===== config.mk =====
export PLATFORM = sky130hd
export DESIGN_NAME = radix4_mult
export DESIGN_NICKNAME = d
export VERILOG_FILES = /design/src/rtl/radix4_mult_pkg.sv /design/src/rtl/radix4_pp_sel.sv /design/src/rtl/radix4_mult.sv
export SDC_FILE = /design/constraint.sdc
export NUM_CORES = 1
export LEC_CHECK = 0
export CAP_MARGIN = 10
export CORE_UTILIZATION = 40
export DETAILED_ROUTE_END_ITERATION = 10
export GPL_TIMING_DRIVEN = 0
export SYNTH_ARGS = -nofsm -noshare
export SYNTH_HDL_FRONTEND = slang
export SYNTH_HIERARCHICAL = 1
export SYNTH_SLANG_ARGS = --single-unit

===== constraint.sdc =====
create_clock -name clk -period 4.65 [get_ports clk]
set_input_delay 0.93 -clock clk [delete_from_list [all_inputs] [get_ports clk]]
set_output_delay 0.93 -clock clk [all_outputs]
set_load 0.005 [all_outputs]

===== src/rtl/radix4_mult_pkg.sv =====
// Shared arithmetic package for the radix-4 multiply / SRT divide subsystem.
// Holds the sequencer state encoding, the radix-4 digit type and the default
// operand width used by both the multiplier and the divider.
package radix4_mult_pkg;

  // Sequencer states shared by the multiply unit.
  typedef enum logic [1:0] {
    IDLE = 2'b00,
    CALC = 2'b01,
    DONE = 2'b10
  } state_t;

  // Radix-4 digit, values 0..3 (same encoding as the divider's quotient digit).
  typedef logic [1:0] digit_t;

  // Default operand width; must be even.
  localparam int DEFAULT_W = 8;

endpackage


===== src/rtl/radix4_pp_sel.sv =====
// Radix-4 partial-product selector: picks 0, B, 2B or 3B according to the
// current multiplier digit. 3B is supplied precomputed so this block is a
// pure multiplexer. Result is W+2 bits wide so 3B never truncates.
module radix4_pp_sel
  import radix4_mult_pkg::*;
#(
  parameter int W = DEFAULT_W
) (
  input  logic [1:0]   digit,
  input  logic [W-1:0] b,
  input  logic [W+1:0] b3,
  output logic [W+1:0] m
);

  digit_t digit_w;
  assign digit_w = digit;

  // Select the multiple of B matching the digit.
  always_comb begin
    m = '0;
    unique case (digit_w)
      2'd0: m = '0;
      2'd1: m = {2'b00, b};
      2'd2: m = {1'b0, b, 1'b0};
      2'd3: m = b3;
      default: m = '0;
    endcase
  end

endmodule


===== src/rtl/radix4_mult.sv =====
// Sequential radix-4 multiply(-accumulate): P = A*B (+ C), two multiplier
// bits retired per cycle, W/2 iterations per result.
// Optional feature macro: RADIX4_MULT_ACC_EN adds addend port C and seeds the
// accumulator with it; without it the accumulator starts from zero.
// W must be even.
module radix4_mult
  import radix4_mult_pkg::*;
#(
  parameter int W = DEFAULT_W
) (
  input  logic           clk,
  input  logic           resetn,
  input  logic           start,
  input  logic [W-1:0]   A,
  input  logic [W-1:0]   B,
`ifdef RADIX4_MULT_ACC_EN
  input  logic [W-1:0]   C,
`endif
  output logic           busy,
  output logic           done,
  output logic [2*W-1:0] P
);

  localparam int ITER = W / 2;
  localparam int CNT_W = (ITER > 1) ? $clog2(ITER) : 1;
  localparam logic [CNT_W-1:0] LAST_CNT = CNT_W'(ITER - 1);

  state_t state_reg, state_next;

  logic [W-1:0]     a_sh_reg;
  logic [W-1:0]     b_reg;
  logic [W+1:0]     b3_reg;
  logic [2*W-1:0]   acc_reg;
  logic [2*W-1:0]   p_reg;
  logic [CNT_W-1:0] cnt_reg;

  logic             accept;
  logic             last_iter;
  digit_t           digit;
  logic [W+1:0]     pp;
  logic [2*W-1:0]   pp_ext;
  logic [2*W-1:0]   acc_next;
  logic [W+1:0]     b3_in;
  logic [2*W-1:0]   acc_init;

  // A new operation is taken only when the unit is not computing.
  assign accept    = start && ((state_reg == IDLE) || (state_reg == DONE));
  assign last_iter = (cnt_reg == LAST_CNT);
  assign digit     = a_sh_reg[1:0];

  // 3B = B + 2B, widened so it cannot overflow.
  assign b3_in = {2'b00, B} + {1'b0, B, 1'b0};

`ifdef RADIX4_MULT_ACC_EN
  assign acc_init = (2*W)'(C);
`else
  assign acc_init = '0;
`endif

  radix4_pp_sel #(.W(W)) u_pp_sel (
    .digit (digit),
    .b     (b_reg),
    .b3    (b3_reg),
    .m     (pp)
  );

  // Digit i carries weight 4^i, so the multiple is shifted by 2*cnt.
  assign pp_ext   = (2*W)'(pp);
  assign acc_next = acc_reg + (pp_ext << {cnt_reg, 1'b0});

  // State register.
  always_ff @(posedge clk or negedge resetn) begin
    if (!resetn) begin
      state_reg <= IDLE;
    end else begin
      state_reg <= state_next;
    end
  end

  // Next-state logic: IDLE/DONE wait for start, CALC runs ITER cycles.
  always_comb begin
    state_next = state_reg;
    unique case (state_reg)
      IDLE:    if (start) state_next = CALC;
      CALC:    if (last_iter) state_next = DONE;
      DONE:    if (start) state_next = CALC;
      default: state_next = IDLE;
    endcase
  end

  // Datapath: capture operands on accept, then one radix-4 step per cycle.
  always_ff @(posedge clk or negedge resetn) begin
    if (!resetn) begin
      a_sh_reg <= '0;
      b_reg    <= '0;
      b3_reg   <= '0;
      acc_reg  <= '0;
      cnt_reg  <= '0;
      p_reg    <= '0;
    end else if (accept) begin
      a_sh_reg <= A;
      b_reg    <= B;
      b3_reg   <= b3_in;
      acc_reg  <= acc_init;
      cnt_reg  <= '0;
    end else if (state_reg == CALC) begin
      acc_reg  <= acc_next;
      a_sh_reg <= a_sh_reg >> 2;
      cnt_reg  <= cnt_reg + 1'b1;
      if (last_iter) begin
        p_reg <= acc_next;
      end
    end
  end

  assign busy = (state_reg == CALC);
  assign done = (state_reg == DONE);
  assign P    = p_reg;

endmodule


## After elaboration in Yosys (flattened, before gate mapping)

Index checks and enable logic that the tools add are counted.

| storage, ports and cells | value |
|---|---|
| flip-flop bits (word level) | 62 |
| bits of input ports | 19 |
| word-level logic and storage cells | 38 |

| operators by class | value |
|---|---|
| add/subtract/negate cells | 3 |
| equality and inequality tests | 8 |
| shifts and indexed selects | 1 |
| muxes and demuxes | 10 |
| bitwise operators | 1 |
| reduce and logical (&&, ||, !) cells | 8 |

Operators by type and width:

| operator | count |
|---|---|
| $pmux 10 s4 | 1 |
| $mux 16 | 2 |
| $add 16x16->16 | 1 |
| $mux 8 | 2 |
| $shl 10x3->16 | 1 |
| $add 8x9->10 | 1 |
| $eq 2x2->1 const B | 4 |
| $mux 2 | 4 |
| $eq 2x1->1 const B | 2 |
| $logic_not 2->1 | 2 |
| $ne 2x1->1 const B | 2 |
| $pmux 2 s2 | 1 |
| $reduce_and 3->1 | 1 |
| $add 2x1->2 const B | 1 |
| $reduce_and 2->1 | 1 |
| $reduce_bool 2->1 | 1 |
| $reduce_or 2->1 | 1 |
| $logic_and 1x1->1 | 1 |
| $logic_or 1x1->1 | 1 |
| $not 1->1 | 1 |

## Logic depth before layout (Yosys ltp)

Gate-level depths: netlist (run 1).

| depth | value |
|---|---|
| depth in word-level cells | 6 |
| depth in mapped cells | 14 |
| depth with buffers taken out | 12 |

## Modules after synthesis

The synthesis (run 1) kept the hierarchy.

Modules (own cells, without submodules):

| module | instances | cells an instance | area each (um2) | sequential area each (um2) |
|---|---|---|---|---|
| radix4_mult | 1 | 369 | 3542.1 | 1526.5 |
| radix4_pp_sel | 1 | 23 | 209.0 | 0.0 |

## Least setup slack after synthesis (run 1)

Ideal clock, no wire load.

| timing path | value |
|---|---|
| kind | register -> register |
| from | register cnt_reg[1] |
| to | register p_reg[12], in the netlist P[12] |
| data arrival time | 2.744 ns |
| setup slack | 1.782 ns |
| stages on the path, launching flop included | 12 |
| path buffers | 2 |
| clock period less this slack | 2.868 ns |
| cell sequence | dfrtp_1 clkbuf_1 clkbuf_1 nor3b_1 ha_1 fa_1 a211oi_2 nor2_2 o221ai_2 o21bai_1 xor2_1 mux2_2 |

| between the ends | value |
|---|---|
| longest elaborated chain between the ends | 2 |

Ends and longest elaborated chain:

| item | RTL line | RTL |
|---|---|---|
| start, declared | radix4_mult.sv:35 | `logic [CNT_W-1:0] cnt_reg;` |
| start signal, assigned | radix4_mult.sv:109 | `cnt_reg <= cnt_reg + 1'b1;` |
| $shl 10x3->16 or $eq 2x2->1 (tied branches) | radix4_mult.sv:69, radix4_mult.sv:48 |  |
| $add 16x16->16 or $reduce_and 3->1 (tied branches) | -- |  |
| end signal, assigned | radix4_mult.sv:111 | `p_reg <= acc_next;` |
| end, declared | radix4_mult.sv:34 | `logic [2*W-1:0] p_reg;` |

Several ways; a longest one is shown, not always the timed one.
A chain may end at the register's enable or synchronous reset.

## Worst setup path after layout (run 1)

Same ends and word-level chain as after synthesis.

==> out/metrics.cfg, run 1 <==
[run_status]
outcome = complete, no violations

[setup_path]
criticalPathCategory = reg -> reg
path_cells = clkbuf_1, clkbuf_1, nor3b_1, ha_1, fa_1, a211oi_2, nor2_2, o221ai_2, o21bai_1, xor2_1, mux2_2
cpMostUsedCell = clkbuf_1
cp.required_ns = 4.90
crit_path_start_kind = flop
cp.arrival_ns = 3.51
r2r_slack_ns = 1.39
cp.buffers_inverters = 2
cp_max_fo = 10
cp-end-kind = flop
path_delay_family = buffers and inverters
max_stage_delay_ns = 0.45
crit_path_top_delay_cell = fa_1

[routing]
via_per_inst = 5.40
wl_met3_um = 274
wl_met1_mm = 4.06
wl_met2_mm = 4.12
post_drt_wl_per_cell_um = 15.6
ant_nets = 0
highest_layer = met4
drcViolationCount = 0
drt-initial-drc-count = 113
wirelength_mm = 8.63
dr.pass1.iters = 4
num_vias = 2982

[floorplanning]
rows = 34
core_mm2 = 0.00889
dieArea_mm2 = 0.00977
start_util = 0.422
ioPinCount = 37
die_height_um = 98.8
die_w_um = 98.8

[finish]
regArea_mm2 = 0.00153
syn_to_final_growth_pct = 19.5
num-fill-cells = 859
final_nets = 485
drive_gt1_frac = 0.108
multi_input_area_mm2 = 0.00209
layout_commonest_cell = nand2_1
layout_common_cells = nand2_1, dfrtp_1, clkdlybuf4s50_1, o21ai_0, ha_1
stdcell_area_mm2 = 0.00448
insertedDiodeCount = 0

[power]
leakage_uw = 0.00208
finalPower_uw = 3340
irDropWorstVdd_v = 0.000207
cellPowerDensity_mw_per_mm2 = 745

[yosys]
ys_seq_area_frac = 0.407
yosysWarnings = 6
ys_ff_latch = 61
syn-cell-area_mm2 = 0.00375
synth_compound_area_frac = 0.205
synthAdderAreaFrac = 0.0941
avgSynthCellArea_um2 = 9.57
synthSimpleGateAreaFrac = 0.131
synthXorXnorAreaFrac = 0.0374
synth.area.mux_share = 0.0897
synth_cells = 392
syn_nets = 438
netlist-cell-type-count = 45
synth_top_family_by_area = compound AO/OA/AOI/OAI gates

[sta]
worst_pin_slew_ns = 0.776
setup_viol = 0
slew_headroom = 0.483
finalCritPeriodShare = 0.701
fin_crit_ns = 3.26
rsz0062_at_grt = no
final_hold_viol_count = 0
slew_viol_final = 0
fin_setup_tns_ns = 0
finClkSkew_ns = 0.0140
fmax_mhz = 307

[flow_run]
cap_violations = 0

[clocking]
htree_num_levels = 3
cts-buffers-inserted = 9
path_clk_slew_ns = 0.08
clockRootBuffer = clkbuf_8
cts_hold_buf = 0
cts_tree = done
cts_setup_buffers = 0
clk_path_buf_depth = 2
postCtsResizedCells = 0
cts_sinks = 61
insertion_delay_ns = 0.36

[global_route]
gr-total-overflow = 0
grt_usage = 0.195
grt_pass1_vias = 3061
grt_pass1_wl_mm = 14.9
grt_max_degree = 62
antenna_found_initial = 0

[placed_design]
dp_hpwl_mm = 6.46
dpl_cell_area_mm2 = 0.00424
gp_congestion = 0.850
portBuffers = 36

[worst_hold_path]
hp-class = reg -> reg

## where the power goes
group / switching [uW] / leakage (uW) / total, uW / internal (uW)
combinational: 1020 / 0.00119 / 1850 / 827
sequential: 139 / 0.000766 / 907 / 768
clock: 226 / 0.000116 / 582 / 356
## metrics by stage
stage / utilization / worst slack [ns] / cells / hold WS (ns)
finish: 0.504 / 1.39 / 552 / 0.479
global placement: 0.478 / 0.601 / 536 / 0.458
detailed placement: 0.477 / 1.41 / 536 / 0.464
global route: 0.504 / 1.16 / 552 / 0.517
CTS: 0.504 / 1.36 / 552 / 0.483
floorplan: - / 1.78 / 392 / 0.443
## path summary, 6_finish.rpt
kind / cells after the start / startpoint / end
worst min-delay path: 2 / a_sh_reg[2]$_DFFE_PN0P_ / a_sh_reg[2]$_DFFE_PN0P_
min in group asynchronous: 1 / resetn / P[10]$_DFFE_PN0P_
worst min register to register: 2 / a_sh_reg[2]$_DFFE_PN0P_ / a_sh_reg[2]$_DFFE_PN0P_
worst max-delay path: 11 / cnt_reg[1]$_DFFE_PN0P_ / P[12]$_DFFE_PN0P_
worst max register to register: 11 / cnt_reg[1]$_DFFE_PN0P_ / P[12]$_DFFE_PN0P_
max in group asynchronous: 1 / resetn / b3_reg[5]$_DFFE_PN0P_
## kinds of logic after synthesis
family / after synthesis
compound gates: 114
simple gates: 112
flops: 61
buf+inv: 31
mux: 31
fa+ha+maj: 27
xor+xnor: 16
## layer usage
metal,global-route usage,up-vias
li1,-,1490
met1,0.250,1420
met2,0.323,58
met3,0.0348,14
met4,0.0861,0
met5,0,-
## layout make-up
class | count | area share
Clock buffer | 10 | 0.0285
Clock inverter | 6 | 0.0248
Timing Repair Buffer | 36 | 0.0798
Multi-Input combinational cell | 300 | 0.467
Tap cell | 108 | 0.0301
Sequential cell | 61 | 0.340
Inverter | 11 | 0.00921
Buffer | 20 | 0.0204
## cells in the mapped netlist, drive strengths merged
cell / n / share of area
dfrtp: 61 / 0.41
nor2: 22 / 0.025
xor2: 9 / 0.021
nor3b: 2 / 0.0040
nand2: 64 / 0.064
fa: 2 / 0.011
nand4: 1 / 0.0017
o211ai: 4 / 0.0093
o221ai: 1 / 0.0040
a22oi: 5 / 0.010
ha: 25 / 0.083
a22o: 20 / 0.047
nand2b: 4 / 0.0067
o31ai: 1 / 0.0020
o21a: 7 / 0.014
and3: 4 / 0.0067
a31oi: 7 / 0.012
nand3: 2 / 0.0027
clkbuf: 11 / 0.011
nor3: 2 / 0.0027
a21oi: 17 / 0.023
o21ai: 37 / 0.050
o22ai: 1 / 0.0017
xnor2: 7 / 0.016
or3: 1 / 0.0017
mux2: 18 / 0.055
a211oi: 6 / 0.016
a21o: 5 / 0.010
o2bb2ai: 1 / 0.0023
buf: 9 / 0.013
inv: 11 / 0.011
mux2i: 13 / 0.035
o21bai: 2 / 0.0040
nor2b: 10 / 0.017
## worst min-delay path, stage by stage, from the launching register on
cell and delay, ns:
dfrtp_1 0.35, nand2_1 0.05, nand2_1 0.05
Note: power is estimated with default switching activity, not from simulation.
==> run 2: changes to the inputs <==
==> constraint.sdc (replaced) <==
create_clock -name clk -period 2.7 [get_ports clk]
set_input_delay 0.54 -clock clk [delete_from_list [all_inputs] [get_ports clk]]
set_output_delay 0.54 -clock clk [all_outputs]
set_load 0.005 [all_outputs]
==> run 2 against run 1 <==
The run now ends with setup timing left. Critical path depth grew 2. Combinational power is 120% higher. Worst hold slack worse by 0.20 ns. Sequential share of layout area fell by 2.4 points. Via count increased by 3.9%. Core utilization increased by 3.9 points. Sequential cell count unchanged. Clock skew is 0.0058 ns lower.
==> out/metrics.cfg, run 2 (synthesized netlist as in run 1, its figures left out) <==
[finish]
num-fill-cells = 806
layout_commonest_cell = nand2_1
insertedDiodeCount = 0
syn_to_final_growth_pct = 28.8
multi_input_area_mm2 = 0.00236
regArea_mm2 = 0.00153
final_nets = 503
drive_gt1_frac = 0.240
layout_common_cells = nand2_1, dfrtp_1, clkdlybuf4s50_1, o21ai_0

[power]
p_sw_frac = 0.426
intPower_uw = 3710
power_frac_seq = 0.249
power.switching_uw = 2750
leakage_uw = 0.00220
clkPwrFrac = 0.106
irDropWorstVdd_v = 0.000505
cellPowerDensity_mw_per_mm2 = 1340
combPwrFrac = 0.645

[run_status]
violations = setup timing
outcome = finished with violations

[global_route]
grt_pass1_wl_mm = 15.0
grt_pass1_vias = 3035
antenna_found_initial = 0
grt_usage = 0.196
grt_max_degree = 62
gr-total-overflow = 0

[clocking]
htree_num_levels = 3
insertion_delay_ns = 0.34
clockRootBuffer = clkbuf_8
cts_hold_buf = 0
cts_sinks = 61
clk_path_buf_depth = 2
cts_tree = done
cts-buffers-inserted = 9
path_clk_slew_ns = 0.07

[routing]
drt-initial-drc-count = 170
post_drt_wl_per_cell_um = 15.8
drcViolationCount = 0
wirelength_mm = 9.02
num_vias = 3097
via_per_inst = 5.43
dr.pass1.iters = 4
ant_nets = 0

[placed_design]
pre_cts_ws_ns = -0.476
portBuffers = 36
dp_hpwl_mm = 6.24
gp_congestion = 0.851

[setup_path]
reg2reg_to = P[12]$_DFFE_PN0P_
crit_path_start_kind = flop
path_cells = buf_6, mux2_4, a22o_1, mux2_4, nor2_4, a21oi_4, ha_4, a211oi_4, nand2_1, o221ai_2, o21bai_1, xor2_1, mux2_2
path_delay_family = compound AO/OA/AOI/OAI gates
cp_max_fo = 8
cpMostUsedCell = mux2_4
max_stage_delay_ns = 0.40
cp.arrival_ns = 3.23
cp.required_ns = 2.92
cp-end-kind = flop
r2r-start = a_sh_reg[1]$_DFFE_PN0P_
criticalPathCategory = reg -> reg
cp.buffers_inverters = 1
r2r_slack_ns = -0.31
ff2ff_path_depth = 13
crit_path_top_delay_cell = dfrtp_1

[floorplanning]
start_util = 0.422
ioPinCount = 37
rows = 34
die_height_um = 98.8
die_w_um = 98.8
dieArea_mm2 = 0.00977
core_mm2 = 0.00889

[sta]
rsz0062_at_grt = yes
slew_viol_final = 0
fin_ws_ns = -0.314
worst_pin_slew_ns = 0.781
slew_headroom = 0.479
setup_viol = 21
finalCritPeriodShare = 1.12
fin_setup_tns_ns = -3.46
fmax_mhz = 332
finClkSkew_ns = 0.00822
fin_crit_ns = 3.01
final_hold_viol_count = 0

[flow_run]
cap_violations = 0

[worst_hold_path]
hp-class = in -> async

==> run 2: changes by cell type in the layout (fill, tap and decap cells not counted), moves of 4 or more <==
cell     previous run  this run
a21oi_1            17        13
buf_4               1        18
ha_1               25        18
ha_2                0         5
mux2_2             14         9
mux2_4              1         7
mux2i_1            13         7
o21ai_0            27        19
o21ai_1             9        14
==> run 2: worst max path at each step <==
stage | from | to | depth (start not counted) | slack (ns)
floorplan | a_sh_reg[1]$_DFFE_PN0P_ | P[12]$_DFFE_PN0P_ | 13 | -0.16
global placement | resetn | b_reg[6]$_DFFE_PN0P_ | 1 | -0.99
detailed placement | a_sh_reg[1]$_DFFE_PN0P_ | P[15]$_DFFE_PN0P_ | 11 | -0.48
CTS | a_sh_reg[1]$_DFFE_PN0P_ | P[12]$_DFFE_PN0P_ | 13 | -0.33
global route | a_sh_reg[1]$_DFFE_PN0P_ | P[15]$_DFFE_PN0P_ | 14 | -0.44
finish | a_sh_reg[1]$_DFFE_PN0P_ | P[12]$_DFFE_PN0P_ | 13 | -0.31
==> run 2: layer usage <==
metal / part of all wire / GRT usage
met3: 0.044 / 0.0440
met2: 0.46 / 0.305
met4: 0.015 / 0.0781
met1: 0.48 / 0.263
met5: 0 / 0
==> run 2: timing repair <==
item	in CTS	in global routing
setup buffers	16	4
resized for setup	31	36
pin swaps	21	20
setup endpoints to repair	25	25
==> run 2: power by group through the flow <==
stage / Combinational [uW] / Clock [uW] / Sequential [uW]
floorplan: 2360 / 0 / 1530
global placement: 3150 / 0 / 1570
detailed placement: 3200 / 0 / 1580
CTS: 3700 / 702 / 1590
global route: 4550 / 740 / 1660
finish: 4160 / 686 / 1610
==> run 2: worst register-to-register path: stages (launching register included) <==
cell	delay [ns]
dfrtp_1	0.40
buf_6	0.16
mux2_4	0.29
a22o_1	0.20
mux2_4	0.29
nor2_4	0.12
a21oi_4	0.05
ha_4	0.25
a211oi_4	0.22
nand2_1	0.09
o221ai_2	0.26
o21bai_1	0.13
xor2_1	0.16
mux2_2	0.26
==> run 2: layout make-up <==
cell class | instances | share of cell area
multi-input combinational | 300 | 0.489
sequential | 61 | 0.316
timing repair buffer | 55 | 0.106
tap | 108 | 0.0280
clock buffer | 11 | 0.0272
buffer | 19 | 0.0197
inverter | 11 | 0.00855
clock inverter | 5 | 0.00570
==> run 2: metrics by stage <==
| step | total power, uW | cells | cell area [um2] | hold WS (ns) | utilization |
|---|---|---|---|---|---|
| after floorplan | 3890 | 392 | 3770 | 0.244 | - |
| after CTS | 5990 | 567 | 4640 | 0.315 | 0.522 |
| final | 6460 | 570 | 4830 | 0.283 | 0.543 |
| after global routing | 6950 | 570 | 4830 | 0.357 | 0.543 |
| after detailed placement | 4780 | 536 | 4260 | 0.465 | 0.479 |
| after global placement | 4720 | 536 | 4260 | 0.460 | 0.479 |
==> variant 1, RTL diff (flow settings as in run 2) <==
Encoding of `state_t`: now one-hot (3 bits for 3 states).
--- a/src/rtl/radix4_mult_pkg.sv
+++ b/src/rtl/radix4_mult_pkg.sv
@@ -4,10 +4,10 @@
 package radix4_mult_pkg;
 
   // Sequencer states shared by the multiply unit.
-  typedef enum logic [1:0] {
-    IDLE = 2'b00,
-    CALC = 2'b01,
-    DONE = 2'b10
+  typedef enum logic [2:0] {
+    IDLE = 3'b001,
+    CALC = 3'b010,
+    DONE = 3'b100
   } state_t;
 
   // Radix-4 digit, values 0..3 (same encoding as the divider's quotient digit).
Formal check against the unedited RTL: same outputs for any inputs over 4 cycles, from zero or initial values and one cycle with resetn low; so few cycles prove little.
==> variant 1 against run 2 <==
  * The flow still finishes with violations (setup timing)
  * Sequential cell count up 1
  * Fmax down 3.7%
  * Synthesized area up 7.3%
  * Die area up 7.1%
  * First-iteration DRC count down 42%
  * Worst setup slack worse by 120 ps
  * Cell area up 10%
  * Routed wire length up 9.9%
  * Critical path depth down 1
  * Total power down 3.0%
  * Critical path type unchanged
  * Critical endpoint is now P[14]$_DFFE_PN0P_
==> variant 1: results (changes against run 2) <==
[outcome]
outcome=complete, but fails checks  ; unchanged
violations=setup timing  ; unchanged

[timing]
max_slew_margin=0.471  ; was 0.479
fin_worst_skew_ps=7.74  ; was 8.22 ps
setup_violations=18  ; was 21
setup_ws_ps=-431  ; was -314 ps

[finish]
clockNetworkAreaShare=0.0439  ; was 0.0329
nonClkBufAreaFrac=0.129  ; was 0.126
num-nonclk-inverters=10  ; was 11
multi_input_area_share=0.497  ; was 0.489
sh_seq_area=0.292  ; was 0.316
clock_buffers=13  ; was 11
fillers=916  ; was 806
drive_gt1_frac=0.227  ; was 0.240
buffers=85  ; was 74
seq_cells=62  ; was 61
layout.nets=575  ; was 503
multi_input_gates=361  ; was 300

[logic_synthesis]
synth_commonest_cells=nand2_1, dfrtp_1, o21ai_0  ; unchanged
synthesis.nets=503  ; was 438
ys_types=53  ; was 45
yosysSeqAreaShare=0.386  ; was 0.407
ys.flop_type=dfrtp_1  ; unchanged
synth_area_leaders=dfrtp_1, ha_1, nand2_1  ; unchanged

[global_routing]
grt_pass1_vias=3311  ; was 3035
grt_max_degree=63  ; was 62
antenna_found_initial=0  ; unchanged
grt_use_total=0.195  ; was 0.196
grt_first_pass_wirelength_um=15800  ; was 15000 um

[placement]
gp_congestion=0.861  ; was 0.851
place_ws_ps=-587  ; was -476 ps
port_buffers=36  ; unchanged
place_hpwl_um=6880  ; was 6240 um

[detailed_routing]
wl_per_cell_um=14.9  ; was 15.8 um
num_vias=3482  ; was 3097
drt-initial-drc-count=99  ; was 170

[pwr]
p_leak_nw=2.35  ; was 2.20 nW
vdd_drop_max_mv=0.400  ; was 0.505 mV

[worst_setup_path]
path_delay_family=compound AO/OA/AOI/OAI gates  ; unchanged
worstPathArrival_ps=3360  ; was 3230 ps
slowest_delay_ps=420  ; was 400 ps
critPathMaxFanout=5  ; was 8
cp-startpoint=a_sh_reg[1]$_DFFE_PN0P_  ; unchanged

[cts]
postCtsSetupBuffers=13  ; was 16
ctsResizeCount=29  ; was 31
clock_path_buffers=2  ; unchanged

variant 1: cell count changes in the layout (fill, tap and decap cells not counted), moves of 7 or more:
cell     change
nor2_1      +12
o21ai_0     +13
nand3_1     +15
buf_4        +7
nand2_1     +20
a22o_1      -13
variant 1: metal layers:
layer | vias to the layer above | GRT usage | part of all wire
met5 | - | 0 | 0
met4 | 0 | 0.0648 | 0.012
met3 | 11 | 0.0301 | 0.027
met2 | 62 | 0.327 | 0.49
met1 | 1653 | 0.255 | 0.47
li1 | 1756 | - | -
variant 1: path summary, 6_finish.rpt:
| check | to | slack [ps] | cells past startpoint |
|---|---|---|---|
| worst min register to register | P[15]$_DFFE_PN0P_ | 460 | 2 |
| worst min-delay path | P[4]$_DFFE_PN0P_ | 270 | 1 |
| min in group clk | P[15]$_DFFE_PN0P_ | 460 | 2 |
| max in group asynchronous | cnt_reg[0]$_DFFE_PN0P_ | 1890 | 1 |
| worst max-delay path | P[14]$_DFFE_PN0P_ | -430 | 12 |
| worst max register to register | P[14]$_DFFE_PN0P_ | -430 | 12 |
variant 1: cell families after synthesis:
group                      after synthesis  synth area share
xor gates and xnor gates                17            0.0370
AOI/OAI and AO/OA                      124             0.196
buffers and inverters                   34            0.0398
DFF                                     62             0.386
muxes                                   25            0.0678
adders and majority gates               27            0.0877
and+or+nand+nor                        168             0.186
variant 1: metrics by stage:
stage	hold slack [ps]	setup TNS [ps]	cells	area, um2
final	272	-4510	667	5330
after global routing	350	-7470	667	5330
after CTS	311	-4100	656	4990
after detailed placement	456	-6130	626	4580
after global placement	454	-67790	626	4580
after floorplan	244	-784	457	4060
variant 1: where the power goes:
part	internal, mW	switching, mW
clock network	0.595	0.367
logic	1.81	1.93
registers	1.30	0.257
==> variant 2, RTL diff (settings of run 2) <==
Without the edit above. Change the package constant `DEFAULT_W` from 8 to 4.
--- a/src/rtl/radix4_mult_pkg.sv
+++ b/src/rtl/radix4_mult_pkg.sv
@@ -14,7 +14,7 @@
   typedef logic [1:0] digit_t;
 
   // Default operand width; must be even.
-  localparam int DEFAULT_W = 8;
+  localparam int DEFAULT_W = 4;
 
 endpackage
 
Ports: changed (resized A, B and P); port bits go from 37 to 21. The function was not compared with the original's and may differ.
==> variant 2 against run 2 <==
  * Synthesized cell count fell by 51%
  * Via count fell by 53%
  * Critical path depth fell by 2
  * Non-clock buffer count fell by 41
  * Routed wire length fell by 56%
  * Critical path type unchanged
  * Sequential cell count fell by 29
  * Sequential power fell by 48%
  * Total power fell by 59%
  * Worst setup slack improved by 390 ps
  * Cell count fell by 51%
  * Global-route usage fell by 2.3 points
  * Highest routed layer unchanged
  * Synthesized area fell by 49%
  * Cell area fell by 51%
==> variant 2: results (changes against run 2) <==
[placement]
dp.cells=264  ; was 536
gp_congestion=0.863  ; was 0.851
place_hpwl_um=2800  ; was 6240 um
place_ws_ps=-29.1  ; was -476 ps
port_buffers=20  ; was 36

[pwr]
vdd_drop_max_mv=0.338  ; was 0.505 mV
sequentialPower_uw=834  ; was 1.61 mW
p_leak_nw=1.11  ; was 2.20 nW
p_per_area_nw_per_um2=1110  ; was 1340 nW/um2
pwr-share-comb=0.548  ; was 0.645
sw_frac_of_total=0.398  ; was 0.426

[timing]
setup_violations=0  ; was 21
fin_worst_skew_ps=8.37  ; was 8.22 ps
fin_crit_sh=0.973  ; was 1.12
worst_pin_slew_ps=722  ; was 781 ps
hold_ws_ps=301  ; was 283 ps

[cts]
clk_latency_ps=290  ; was 340 ps
cts_inserted_buffers=5  ; was 9
clockRootBuffer=clkbuf_8  ; unchanged
cts_hold_buf=0  ; unchanged
ctsHtreeMaxLevel=2  ; was 3

[finish]
drive_gt1_frac=0.195  ; was 0.240
fillers=398  ; was 806
layout.nets=250  ; was 503

[detailed_routing]
drt-total-wl_um=3970  ; was 9020 um
drt-initial-drc-count=91  ; was 170
firstDrtPassIters=6  ; was 4
dr_wl_met3_um=120  ; was 399 um
wl_met2_um=1950  ; was 4180 um
met1_length_um=1790  ; was 4300 um
wl_per_cell_um=14.3  ; was 15.8 um
num_vias=1461  ; was 3097

[global_routing]
grt_max_degree=33  ; was 62
grtUsageMet1=0.205  ; was 0.263
grt_use_met2=0.281  ; was 0.305
grt_use_total=0.172  ; was 0.196
grt_first_pass_wirelength_um=6540  ; was 15000 um
use_met3=0.0470  ; was 0.0440
antenna_found_initial=0  ; unchanged

[logic_synthesis]
synthesis.nets=217  ; was 438
synth_commonest_cells=nand2_1, dfrtp_1, o21ai_0  ; unchanged
ys_warn_count=6  ; unchanged
synth_area_leaders=dfrtp_1, ha_1, nand2_1  ; unchanged
yosysSeqAreaShare=0.422  ; was 0.407
ys.flop_type=dfrtp_1  ; unchanged
avgSynthCellArea_um2=9.89  ; was 9.57 um2
ys_types=40  ; was 45

[outcome]
outcome=finished, final reports clean  ; was complete, but fails checks

[worst_setup_path]
critPathMaxFanout=7  ; was 8
crit_type=reg -> reg  ; unchanged
critPathCapture=P[4]$_DFFE_PN0P_  ; was P[12]$_DFFE_PN0P_
worstRegToRegCells=11  ; was 13
worstPathArrival_ps=2810  ; was 3230 ps

[variant 2: cell count changes in the layout (fill, tap and decap cells not counted), moves of 11 or more]
cell	before	now
buf_4	18	6
a22o_1	18	7
nor2_1	18	7
clkdlybuf4s50_1	35	19
nand2_1	62	33
o21ai_1	14	1
dfrtp_1	60	32
[variant 2: repair_timing]
item	4_1_cts	5_1_grt
gates cloned	0	0
resized for setup	6	9
pin swaps	2	10
endpoints found under the setup margin	4	6
buffers inserted	1	5
[variant 2: final cells by class]
class / instances / area [um2] / area share
sequential: 32 / 801 / 0.336
multi-input combinational: 145 / 1120 / 0.470
clock inverter: 3 / 18.8 / 0.00788
timing repair buffer: 26 / 240 / 0.101
buffer: 7 / 37.5 / 0.0158
inverter: 8 / 31.3 / 0.0131
clock buffer: 5 / 68.8 / 0.0289
tap: 52 / 65.1 / 0.0273
[variant 2: kinds of logic (layout without fill, tap and decap cells)]
family / count (synthesis) / count (layout) / share of synthesized area
simple gates: 67 / 67 / 0.169
xor+xnor: 7 / 7 / 0.0402
fa+ha+maj: 14 / 14 / 0.100
mux: 13 / 13 / 0.0778
flops: 32 / 32 / 0.422
compound gates: 44 / 44 / 0.155
buf+inv: 15 / 49 / 0.0363
[variant 2: metrics by stage]
stage	utilization	instance area [um2]
final	0.536	2380
after global routing	0.536	2380
after CTS	0.514	2280
after detailed placement	0.486	2160
after global placement	0.487	2160
after floorplan	-	1900
[variant 2: critical path, stage by stage (launching register included)]
cell,delay [ps]
dfrtp_1,390
buf_6,140
mux2_4,290
a22o_1,200
mux2_4,290
ha_4,240
nor2b_1,140
o21ai_2,220
buf_4,150
nand3_1,60
nor2b_1,140
mux2_2,260
